[config.mk]
export PLATFORM = sky130hd
export DESIGN_NAME = key_debounce
export DESIGN_NICKNAME = d
export VERILOG_FILES = /design/src/rtl/key_debounce.sv
export SDC_FILE = /design/constraint.sdc
export NUM_CORES = 1
export LEC_CHECK = 0
export BUFFER_PORTS_ARGS = -buffer_cell sky130_fd_sc_hd__clkbuf_2
export CORE_ASPECT_RATIO = 0.5
export CORE_MARGIN = 8
export CORE_UTILIZATION = 45
export DETAILED_ROUTE_END_ITERATION = 8
export PLACE_DENSITY = 0.7
export SYNTH_ARGS = -nofsm -noshare
export SYNTH_HDL_FRONTEND = slang
export SYNTH_SLANG_ARGS = --single-unit
[constraint.sdc]
create_clock -name clk -period 4.7 [get_ports clk]
set_input_delay 0.47 -clock clk [delete_from_list [all_inputs] [get_ports clk]]
set_output_delay 0.47 -clock clk [all_outputs]
set_load 0.01 [all_outputs]
[src/rtl/key_debounce.sv]
// key_debounce: push-button conditioning front end.
// Per key: 2-flop sync, stability debounce, press/release/repeat strobes.
module key_debounce #(
    parameter int N_KEYS          = 2,
    parameter int DEBOUNCE_CYCLES = 50000,
    parameter int REPEAT_DELAY    = 25000000,
    parameter int REPEAT_PERIOD   = 5000000
) (
    input  logic              clk,
    input  logic              rst,
    input  logic [N_KEYS-1:0] keys,
    output logic [N_KEYS-1:0] held,
    output logic [N_KEYS-1:0] press_pulse,
    output logic [N_KEYS-1:0] release_pulse,
    output logic [N_KEYS-1:0] repeat_pulse
);

    localparam int DW = (DEBOUNCE_CYCLES > 1) ?
                        $clog2(DEBOUNCE_CYCLES) : 1;
    localparam int RMAX = (REPEAT_DELAY > REPEAT_PERIOD) ?
                          REPEAT_DELAY : REPEAT_PERIOD;
    localparam int RW = (RMAX > 1) ? $clog2(RMAX + 1) : 1;

    localparam logic [DW-1:0] DC_LAST = DW'(DEBOUNCE_CYCLES - 1);
    localparam logic [RW-1:0] RD_LAST =
        RW'((REPEAT_DELAY > 0) ? REPEAT_DELAY - 1 : 0);
    localparam logic [RW-1:0] RP_LAST = RW'(REPEAT_PERIOD - 1);

    typedef enum logic [1:0] {
        S_IDLE,
        S_WAIT,
        S_REPEAT
    } rep_state_t;

    for (genvar g = 0; g < N_KEYS; g++) begin : g_key
        logic            r_sync1;
        logic            r_sync2;
        logic [DW-1:0]   r_dcnt;
        logic            r_held;
        logic            r_press;
        logic            r_rel;
        logic            w_diff;
        logic            w_toggle;
        logic            w_rise;
        logic            w_fall;
        rep_state_t      r_state;
        rep_state_t      w_state_nxt;
        logic [RW-1:0]   r_rcnt;
        logic [RW-1:0]   w_rcnt_nxt;
        logic            r_rep;
        logic            w_rep_nxt;

        // Two-flop synchroniser; reset value means "released".
        always_ff @(posedge clk or posedge rst) begin
            if (rst) begin
                r_sync1 <= 1'b1;
                r_sync2 <= 1'b1;
            end else begin
                r_sync1 <= keys[g];
                r_sync2 <= r_sync1;
            end
        end

        // Level-change detection against the debounced state.
        always_comb begin
            w_diff   = (~r_sync2) != r_held;
            w_toggle = w_diff && (r_dcnt == DC_LAST);
            w_rise   = w_toggle && !r_held;
            w_fall   = w_toggle && r_held;
        end

        // Stability counter, debounced level and edge strobes.
        always_ff @(posedge clk or posedge rst) begin
            if (rst) begin
                r_dcnt  <= '0;
                r_held  <= 1'b0;
                r_press <= 1'b0;
                r_rel   <= 1'b0;
            end else begin
                if (!w_diff) begin
                    r_dcnt <= '0;
                end else if (w_toggle) begin
                    r_dcnt <= '0;
                    r_held <= ~r_held;
                end else begin
                    r_dcnt <= r_dcnt + 1'b1;
                end
                r_press <= w_rise;
                r_rel   <= w_fall;
            end
        end

        // Auto-repeat state register.
        always_ff @(posedge clk or posedge rst) begin
            if (rst) begin
                r_state <= S_IDLE;
                r_rcnt  <= '0;
                r_rep   <= 1'b0;
            end else begin
                r_state <= w_state_nxt;
                r_rcnt  <= w_rcnt_nxt;
                r_rep   <= w_rep_nxt;
            end
        end

        // Auto-repeat next state; a falling edge always wins.
        always_comb begin
            w_state_nxt = r_state;
            w_rcnt_nxt  = r_rcnt;
            w_rep_nxt   = 1'b0;
            if (w_fall) begin
                w_state_nxt = S_IDLE;
                w_rcnt_nxt  = '0;
            end else begin
                case (r_state)
                    S_IDLE: begin
                        if (w_rise && (REPEAT_DELAY != 0)) begin
                            w_state_nxt = S_WAIT;
                            w_rcnt_nxt  = '0;
                        end
                    end
                    S_WAIT: begin
                        if (r_rcnt == RD_LAST) begin
                            w_rep_nxt   = 1'b1;
                            w_state_nxt = S_REPEAT;
                            w_rcnt_nxt  = '0;
                        end else begin
                            w_rcnt_nxt = r_rcnt + 1'b1;
                        end
                    end
                    S_REPEAT: begin
                        if (r_rcnt == RP_LAST) begin
                            w_rep_nxt  = 1'b1;
                            w_rcnt_nxt = '0;
                        end else begin
                            w_rcnt_nxt = r_rcnt + 1'b1;
                        end
                    end
                    default: begin
                        w_state_nxt = S_IDLE;
                        w_rcnt_nxt  = '0;
                    end
                endcase
            end
        end

        assign held[g]          = r_held;
        assign press_pulse[g]   = r_press;
        assign release_pulse[g] = r_rel;
        assign repeat_pulse[g]  = r_rep;
    end

endmodule

==> flow_metrics.env, run 1 <==
export IMPL_synth_top_family_by_area="simple AND/OR/NAND/NOR gates"
export IMPL_grt_use_total=0.136
export IMPL_grt_pass1_wl_um=17800
export IMPL_cts_buffers=9
export IMPL_cts_clk_slew_worst_paths_ns=0.07
export IMPL_maxSlewViolCount=0
export IMPL_start_util=0.469
export IMPL_grt_pass1_vias=3852
export IMPL_async_flop_share=1.00
export IMPL_antenna_found_initial=0
export IMPL_setup_viol=0
export IMPL_dieArea_um2=15500
export IMPL_drt_iter0_markers=286
export IMPL_cts_setup_buffers=0
export IMPL_die_x_um=168
export IMPL_finalCritPeriodShare=0.643
export IMPL_area_growth_pct=7.11
export IMPL_clk_latency_ns=0.34
export IMPL_cp_cell_sequence="nor4b_1, nand4_1, o21a_1, a211o_1, or4_1, nand3_1"
export IMPL_worstSetupPathType="reg2reg"
export IMPL_synth_cells=567
export IMPL_port_buffers=11
export IMPL_drc=0
export IMPL_routed_via_density=5.58
export IMPL_synth_compound_area_frac=0.0860
export IMPL_p_leak_nw=2.32
export IMPL_highest_layer="met4"
export IMPL_cts_root_buf="clkbuf_16"
export IMPL_timing_final_hold_violations=0
export IMPL_yosys_cell_types_count=52
export IMPL_dp_hpwl_um=6830
export IMPL_ant_nets=0
export IMPL_synth_mux_area_frac=0.00407
export IMPL_cts_max_path_buffers=2
export IMPL_grt_max_degree=54
export IMPL_skew_ns=0.00822
export IMPL_outcome="completed"
export IMPL_maxCapViolCount=0
export IMPL_max_slew_worst_pin_slew_ns=0.894
export IMPL_drt_wirelength_per_cell_um=14.2
export IMPL_netlist_area_um2=5230
export IMPL_holdBufCountCts=0
export IMPL_p_per_area_nw_per_um2=277
export IMPL_tritoncts="done"
export IMPL_synth_seq_cells=98
export IMPL_finalSetupTns_ns=0
export IMPL_drt_pass1_iterations=4
export IMPL_synth_xor_area_share=0.0821
export IMPL_cts_repair_resized=0
export IMPL_die_h_um=92.2
export IMPL_fin_cells=714
export IMPL_crit_path_top_delay_cell="a211o_1"
export IMPL_ys_flop_type="dfrtp_1"
export IMPL_slew_headroom=0.404
export IMPL_wl_met3_um=238
export IMPL_wl_met1_um=5130
export IMPL_nets=580
export IMPL_required_ns=4.98
export IMPL_layout_drive_gt1_share=0.0756
export IMPL_via_count=3984
export IMPL_synth_edf_count=0
export IMPL_yosys_area_share_adder=0.0287
export IMPL_critPathLaunchType="register"
export IMPL_ioPinCount=12
export IMPL_ir_drop_v=0.000174
export IMPL_diodes=0
export IMPL_core_um2=11100
export IMPL_synthSimpleGateAreaFrac=0.291
export IMPL_nFillCells=1011
export IMPL_min_period_ns=3.02
export IMPL_syn_nets=583
export IMPL_min_path_type="in2async"
export IMPL_fp_row_count=27
export IMPL_ys_seq_area_frac=0.470
export IMPL_fin_ws_ns=1.68
export IMPL_end_kind="register"
export IMPL_dpl_cell_count=698
export IMPL_globalplace_congestion=0.807
export IMPL_overflow=0
export IMPL_worstPathMaxFanout=25
export IMPL_crit_arrival_ns=3.31
export IMPL_clock_sinks=98
export IMPL_utilization=0.502
export IMPL_wl_um=10100
export IMPL_rsz0062_at_grt="no"
export IMPL_pre_cts_ws_ns=1.67
export IMPL_ys_warn_count=0
export IMPL_max_stage_delay_ns=0.67
export IMPL_syn_area_per_cell_um2=9.22
export IMPL_fmax_ghz=0.331
export IMPL_cts_htree_levels=3
export IMPL_wl_met2_um=4630
-- synthesized netlist by cell type (3+ instances only) --
cell type | number | area share
or4_1 | 8 | 0.011
nand3_1 | 51 | 0.049
ha_1 | 12 | 0.029
and2_1 | 3 | 0.0036
a21oi_1 | 6 | 0.0057
o21ai_0 | 16 | 0.015
and4_1 | 3 | 0.0050
a22o_1 | 5 | 0.0084
nand2_1 | 65 | 0.047
nor3_1 | 22 | 0.021
or3_1 | 5 | 0.0060
inv_1 | 14 | 0.010
o311ai_0 | 11 | 0.018
nor4_1 | 6 | 0.0072
nor2_1 | 79 | 0.057
xor2_1 | 24 | 0.040
buf_4 | 9 | 0.013
clkbuf_1 | 15 | 0.011
dfstp_2 | 4 | 0.020
a221o_1 | 3 | 0.0057
nand4_1 | 17 | 0.020
nor4b_1 | 5 | 0.0084
or2_2 | 5 | 0.0060
and3_1 | 14 | 0.017
dfrtp_1 | 94 | 0.45
a31oi_1 | 4 | 0.0048
xnor2_1 | 25 | 0.042
nor4bb_1 | 5 | 0.0096
nor2b_1 | 4 | 0.0048
o21a_1 | 4 | 0.0057
-- layer usage --
metal	vias to the layer above	track usage
li1	2007	-
met5	-	0
met3	12	0.0312
met2	31	0.227
met4	0	0.0450
met1	1934	0.174
-- cell families (layout without fill, tap and decap cells) --
family	after synthesis	after routing
adders and majority gates	12	12
AOI/OAI and AO/OA	63	63
muxes	2	2
buffers and inverters	41	43
and+or+nand+nor	302	302
xor gates and xnor gates	49	49
DFF	98	98
-- registers in the layout, summed over array words and instances (netlist names) --
signal and count:
g_key.r_rcnt 50, g_key.r_dcnt 32, g_key.r_state 4, g_key.r_held 2, g_key.r_press 2, g_key.r_rel 2, g_key.r_rep 2, g_key.r_sync1 2
g_key.r_sync2 2
-- report_power, final --
part           total [mW]  leakage, nW  internal [mW]  switching [mW]
combinational      0.0316        0.833        0.00664          0.0250
sequential          0.856         1.35          0.851         0.00571
clock               0.663        0.136          0.355           0.308
total                1.55         2.32           1.21           0.339
-- worst paths after layout --
check	slack, ns	startpoint	to	cells after the start
worst max-delay path	1.68	g_key[1].r_dcnt[10]	g_key[1].r_rcnt[18]	6
worst min-delay path	0.18	rst	g_key[0].r_rcnt[16]	2
worst max register to register	1.68	g_key[1].r_dcnt[10]	g_key[1].r_rcnt[18]	6
worst min register to register	0.36	g_key[1].r_sync1	g_key[1].r_sync2	0
max in group asynchronous	3.46	rst	g_key[1].r_dcnt[5]	3
min in group clk	0.20	keys[0]	g_key[0].r_sync1	1
-- worst max-delay path, delay by kind of cell (launching register included) --
kind	cells	cell delay [ns]
flops	1	0.41
simple gates	4	1.34
compound gates	2	1.21
-- layout by cell type (no fill, tap or decap), types with 14 or more instances in the layout --
cell      n
xor2_1   24
and3_1   14
xnor2_1  25
nand3_1  51
o21ai_0  16
nand4_1  17
nor2_1   79
nand2_1  65
dfrtp_1  94
nor3_1   22
-- per-stage QoR --
| stage | power, mW | instance area (µm²) | hold slack, ns |
|---|---|---|---|
| 2_1_floorplan | 0.894 | 5230 | 0.345 |
| 3_3_place_gp | 0.905 | 5330 | 0.350 |
| 3_5_place_dp | 0.906 | 5330 | 0.351 |
| 4_1_cts | 1.57 | 5600 | 0.189 |
| 5_1_grt | 1.61 | 5600 | 0.190 |
| 6_report | 1.55 | 5600 | 0.180 |
-- final cells by class --
type / instances / area [µm²] / area share
inverters: 14 / 55.1 / 0.00984
clock inverters: 6 / 33.8 / 0.00604
multi-input cells: 428 / 2570 / 0.459
well taps: 145 / 181 / 0.0324
flip-flops and latches: 98 / 2460 / 0.439
repair buffers: 13 / 70.1 / 0.0125
clock buffers: 10 / 229 / 0.0409
Power figures use the tool's default switching activity.
==> inputs of run 2 (changes only) <==
==> constraint.sdc (replaced) <==
create_clock -name clk -period 3.07 [get_ports clk]
set_input_delay 0.307 -clock clk [delete_from_list [all_inputs] [get_ports clk]]
set_output_delay 0.307 -clock clk [all_outputs]
set_load 0.01 [all_outputs]
==> run 2 against run 1 <==
Compared with the run above: critical endpoint is now g_key[1].r_rcnt[2]; register-to-register slack worse by 1.2 ns; critical path depth is 2 higher; non-clock buffer count is 6 higher; die area stayed put; via count is 0.68% lower; core utilization is 0.91 points higher; routed wire length is 0.38% higher; maximum frequency is 15% higher; highest routed layer unchanged; global-route usage is 0.40 points higher; sequential power is 53% higher; clock power is 73% higher; sequential cell count stayed put.
==> flow_metrics.env, run 2 (same netlist as run 1, synthesis figures left out) <==
export IMPL_outcome="completed"
export IMPL_cts_htree_levels=3
export IMPL_globalplace_congestion=0.811
export IMPL_regMostFlops="g_key.r_rcnt"
export IMPL_worstPathMaxFanout=15
export IMPL_via_count=3957
export IMPL_finalSetupTns_ns=0
export IMPL_fin_ws_ns=0.443
export IMPL_skew_ns=0.00816
export IMPL_cts_buffers=9
export IMPL_nets=586
export IMPL_p_per_area_nw_per_um2=441
export IMPL_worstReg2RegStart="g_key[1].r_rcnt[0]"
export IMPL_holdPathEnd="g_key[0].r_sync1"
export IMPL_clock_sinks=98
export IMPL_final_common_cell="dfrtp_1"
export IMPL_slew_headroom=0.502
export IMPL_die_h_um=92.2
export IMPL_fin_cells=720
export IMPL_fp_row_count=27
export IMPL_timing_final_hold_violations=0
export IMPL_tritoncts="done"
export IMPL_cts_root_buf="clkbuf_16"
export IMPL_maxCapViolCount=0
export IMPL_max_slew_worst_pin_slew_ns=0.747
export IMPL_setup_viol=0
export IMPL_wl_um=10200
export IMPL_ant_nets=0
export IMPL_antenna_found_initial=0
export IMPL_nFillCells=1006
export IMPL_die_x_um=168
export IMPL_grt_use_total=0.140
export IMPL_area_growth_pct=9.05
export IMPL_critPathLaunchType="register"
export IMPL_cp_startpoint="g_key[1].r_rcnt[0]"
export IMPL_postLayoutCellArea_um2=5700
export IMPL_r2r_end="g_key[1].r_rcnt[2]"
export IMPL_holdBufCountCts=0
export IMPL_required_ns=3.29
export IMPL_dieArea_um2=15500
export IMPL_rsz0062_at_grt="no"
export IMPL_hold_depth=1
export IMPL_worstSetupPathType="reg2reg"
export IMPL_rr_worst_depth=8
export IMPL_diodes=0
export IMPL_place_area_um2=5390
export IMPL_drt_wirelength_per_cell_um=14.1
export IMPL_clk_latency_ns=0.35
export IMPL_cts_repair_resized=0
export IMPL_reg2reg_slack_ns=0.44
export IMPL_largest_reg_flops=50
export IMPL_ir_drop_v=0.000352
export IMPL_cts_clk_slew_worst_paths_ns=0.07
export IMPL_grt_max_degree=58
export IMPL_maxSlewViolCount=0
export IMPL_dpl_cell_count=704
export IMPL_min_path_type="in2reg"
export IMPL_dp_hpwl_um=6980
export IMPL_drc=0
export IMPL_finalCritPeriodShare=0.856
export IMPL_final_cell_mix="dfrtp_1 (94), nor2_1 (79), nand2_1 (65), nand3_1 (51), xnor2_1 (25)"
export IMPL_drt_pass1_iterations=4
export IMPL_layout_drive_gt1_share=0.0852
export IMPL_pre_cts_ws_ns=0.457
export IMPL_grt_pass1_wl_um=18100
export IMPL_cts_setup_buffers=0
export IMPL_largestRegisters="g_key.r_rcnt (50), g_key.r_dcnt (32), g_key.r_state (4)"
export IMPL_port_buffers=11
export IMPL_routed_via_density=5.50
export IMPL_core_um2=11100
export IMPL_end_kind="register"
export IMPL_cts_max_path_buffers=2
export IMPL_drt_iter0_markers=303
export IMPL_start_util=0.469
export IMPL_fmax_ghz=0.381
export IMPL_overflow=0
export IMPL_p_leak_nw=2.36
export IMPL_min_period_ns=2.63
export IMPL_ioPinCount=12
export IMPL_grt_pass1_vias=3951
export IMPL_crit_arrival_ns=2.85
export IMPL_worstHoldStart="keys[0]"
[run 2: cell count changes in the layout (fill, tap and decap cells not counted), sizes merged]
| cell | delta |
|---|---|
| clkinvlp | +2 |
| bufinv | +1 |
| clkinv | -5 |
| clkbuf | +2 |
| buf | +6 |
[run 2: layer usage]
metal	wire (µm)	track usage	vias up
li1	-	-	2001
met1	5100	0.179	1896
met2	4630	0.226	45
met3	266	0.0398	15
met4	172	0.0494	0
met5	0	0	-
[run 2: power breakdown]
part	switching [mW]	leakage (nW)	internal, mW
combinational	0.0379	0.865	0.0120
sequential	0.00887	1.35	1.30
clock	0.474	0.145	0.675
[run 2: cell type report]
cell class                      instances  area, µm²  area share
Multi-Input combinational cell        428       2570       0.451
Sequential cell                        98       2460       0.431
Clock buffer                           12        256      0.0450
Tap cell                              145        181      0.0318
Timing Repair Buffer                   19        128      0.0224
Inverter                               14       55.1     0.00966
Clock inverter                          4       50.0     0.00878
[run 2: worst max-delay path: stages, from the launching register on]
cell	delay, ns
dfrtp_1	0.38
ha_1	0.23
and4_1	0.27
nand4_1	0.19
o21ai_0	0.36
a211o_1	0.48
buf_4	0.26
nor3b_1	0.06
a221o_1	0.26
[run 2: worst max-delay path by stage]
stage | endpoint | cells past startpoint
after global placement | g_key[1].r_rcnt[2] | 7
after global routing | g_key[1].r_rcnt[2] | 7
final | g_key[1].r_rcnt[2] | 8
after CTS | g_key[1].r_rcnt[2] | 7
after floorplan | g_key[0].r_dcnt[0] | 1
after detailed placement | g_key[1].r_rcnt[2] | 7
[run 2: through the flow]
stage / power [mW] / hold WS, ns / util
3_3_place_gp: 1.39 / 0.347 / 0.484
4_1_cts: 2.55 / 0.0246 / 0.511
6_report: 2.51 / 0.0365 / 0.511
2_1_floorplan: 1.37 / 0.311 / -
5_1_grt: 2.60 / 0.0254 / 0.511
3_5_place_dp: 1.39 / 0.349 / 0.484
==> inputs of run 3 (changes only) <==
--- a/config.mk
+++ b/config.mk
@@ -6,11 +6,13 @@
 export NUM_CORES = 1
 export LEC_CHECK = 0
 export BUFFER_PORTS_ARGS = -buffer_cell sky130_fd_sc_hd__clkbuf_2
+export CAP_MARGIN = 40
 export CORE_ASPECT_RATIO = 0.5
 export CORE_MARGIN = 8
 export CORE_UTILIZATION = 45
 export DETAILED_ROUTE_END_ITERATION = 8
-export PLACE_DENSITY = 0.7
+export PLACE_DENSITY = 0.72
+export SLEW_MARGIN = 20
 export SYNTH_ARGS = -nofsm -noshare
 export SYNTH_HDL_FRONTEND = slang
 export SYNTH_SLANG_ARGS = --single-unit
==> constraint.sdc (replaced) <==
create_clock -name clk -period 2.1 [get_ports clk]
set_input_delay 0.21 -clock clk [delete_from_list [all_inputs] [get_ports clk]]
set_output_delay 0.21 -clock clk [all_outputs]
set_load 0.01 [all_outputs]
==> run 3 against run 2 <==
Compared with the run above: the run now ends with negative setup slack left; global-route usage increased by 2.1 points; first-iteration DRC count decreased by 24%; non-clock buffer count increased by 124; largest cell class unchanged; clock power increased by 63%; critical endpoint is now g_key[0].r_rcnt[13]; final area increased by 25%.
==> flow_metrics.env, run 3 (same netlist as run 1, synthesis figures left out) <==
export IMPL_outcome="finished, violations left"
export IMPL_violations="negative setup slack"
export IMPL_cts_clk_slew_worst_paths_ns=0.07
export IMPL_dp_hpwl_um=8170
export IMPL_dieArea_um2=15500
export IMPL_clockPowerShare=0.480
export IMPL_worstSetupPathType="reg2reg"
export IMPL_p_per_area_nw_per_um2=545
export IMPL_nFillCells=851
export IMPL_fp_row_count=27
export IMPL_skew_ns=0.00813
export IMPL_min_path_type="reg2reg"
export IMPL_cts_htree_levels=3
export IMPL_timing_final_hold_violations=0
export IMPL_wl_um=12900
export IMPL_max_stage_delay_ns=0.52
export IMPL_grt_use_total=0.162
export IMPL_nets=710
export IMPL_p_switching_uw=804
export IMPL_drt_wirelength_per_cell_um=15.2
export IMPL_maxCapViolCount=0
export IMPL_ant_nets=0
export IMPL_cts_buffers=9
export IMPL_max_slew_worst_pin_slew_ns=0.634
export IMPL_regMostFlops="g_key.r_rcnt"
export IMPL_drc=0
export IMPL_fin_ws_ns=-0.248
export IMPL_diodes=0
export IMPL_core_um2=11100
export IMPL_maxSlewViolCount=0
export IMPL_seqPwrFrac=0.492
export IMPL_swShare=0.207
export IMPL_grt_max_degree=42
export IMPL_final_cell_mix="buf_4 (111), dfrtp_1 (92), nor2_1 (79), nand2_1 (65), nand3_1 (45)"
export IMPL_clock_sinks=98
export IMPL_globalplace_congestion=0.803
export IMPL_drt_iter0_markers=230
export IMPL_ir_drop_v=0.000366
export IMPL_crit_arrival_ns=2.58
export IMPL_min_period_ns=2.35
export IMPL_via_count=4595
export IMPL_final_common_cell="buf_4"
export IMPL_p_int_mw=3.08
export IMPL_finalPower_mw=3.89
export IMPL_cts_root_buf="clkbuf_16"
export IMPL_layout_drive_gt1_share=0.320
export IMPL_die_h_um=92.2
export IMPL_cp_cell_sequence="or4_1, or4_4, o21a_1, o21bai_4, buf_4, nor2_1, a221o_1"
export IMPL_grt_pass1_vias=4456
export IMPL_tritoncts="done"
export IMPL_ioPinCount=12
export IMPL_cts_max_path_buffers=2
export IMPL_port_buffers=11
export IMPL_grt_pass1_wl_um=20900
export IMPL_slew_headroom=0.575
export IMPL_rsz0062_at_grt="yes"
export IMPL_finalCritPeriodShare=1.12
export IMPL_end_kind="register"
export IMPL_routed_via_density=5.44
export IMPL_fmax_ghz=0.426
export IMPL_start_util=0.469
export IMPL_critPathLaunchType="register"
export IMPL_area_growth_pct=36.7
export IMPL_crit_path_top_delay_cell="or4_1"
export IMPL_largestRegisters="g_key.r_rcnt (50), g_key.r_dcnt (32), g_key.r_state (4)"
export IMPL_die_x_um=168
export IMPL_p_comb_frac=0.028
export IMPL_setup_viol=36
export IMPL_clk_latency_ns=0.35
export IMPL_drt_pass1_iterations=4
export IMPL_whs_ns=0.356
export IMPL_antenna_found_initial=0
export IMPL_worstPathMaxFanout=6
export IMPL_p_leak_nw=3.11
export IMPL_largest_reg_flops=50
export IMPL_overflow=0
export IMPL_pre_cts_ws_ns=-0.309
export IMPL_required_ns=2.33
-- run 3: final timing paths --
path                            depth (start not counted)  slack, ns                 from                   to
worst min-delay path                                    0       0.36     g_key[1].r_sync1     g_key[1].r_sync2
max in group asynchronous                               4       0.95                  rst     g_key[1].r_sync2
worst min register to register                          0       0.36     g_key[1].r_sync1     g_key[1].r_sync2
worst max register to register                          7      -0.25  g_key[0].r_rcnt[16]  g_key[0].r_rcnt[13]
worst max-delay path                                    7      -0.25  g_key[0].r_rcnt[16]  g_key[0].r_rcnt[13]
min in group asynchronous                               3       0.49                  rst  g_key[1].r_rcnt[20]
-- run 3: power by group through the flow --
stage	Sequential, mW	Clock [mW]	Combinational, mW
after floorplan	1.95	0	0.0531
after global placement	1.95	0	0.105
after detailed placement	1.95	0	0.108
after CTS	1.91	1.90	0.113
after global routing	1.91	1.97	0.125
final	1.91	1.87	0.109
-- run 3: layout make-up --
type	instances	area (µm²)	share of cell area
Tap cell	145	181	0.0254
Clock inverter	4	72.6	0.0102
Timing Repair Buffer	143	1150	0.162
Clock buffer	12	267	0.0373
Inverter	14	56.3	0.00788
Multi-Input combinational cell	428	2950	0.413
Sequential cell	98	2460	0.344
-- run 3: per-stage QoR --
stage	utilization	std cells	instance area (µm²)	setup TNS (ns)
after floorplan	-	567	5250	-1.13
after global placement	0.557	808	6200	-6.14
after detailed placement	0.557	808	6200	-8.00
after CTS	0.603	835	6720	-5.23
after global routing	0.641	844	7140	-9.56
final	0.641	844	7140	-5.34
-- run 3: what timing repair did --
item	in CTS	in global routing
resized for setup	41	67
pin swaps	18	32
hold endpoints to repair	28	0
buffers inserted	6	11
hold buffers	3	0
setup endpoints to repair	48	52
cloned	2	0
-- run 3: metal layers --
layer  global-route usage  wire length, µm  vias up
met1                0.205             5860     2236
met3               0.0363              463       23
li1                     -                -     2260
met2                0.270             6310       76
met4               0.0546              236        0
met5                    0                0        -
-- run 3: critical path: cells and delay by family, from the launching register on --
| kind | cells | cell delay [ns] |
|---|---|---|
| AO/OA/AOI/OAI | 3 | 0.71 |
| buffers and inverters | 1 | 0.16 |
| flip-flops | 1 | 0.37 |
| AND/OR/NAND/NOR | 3 | 0.99 |
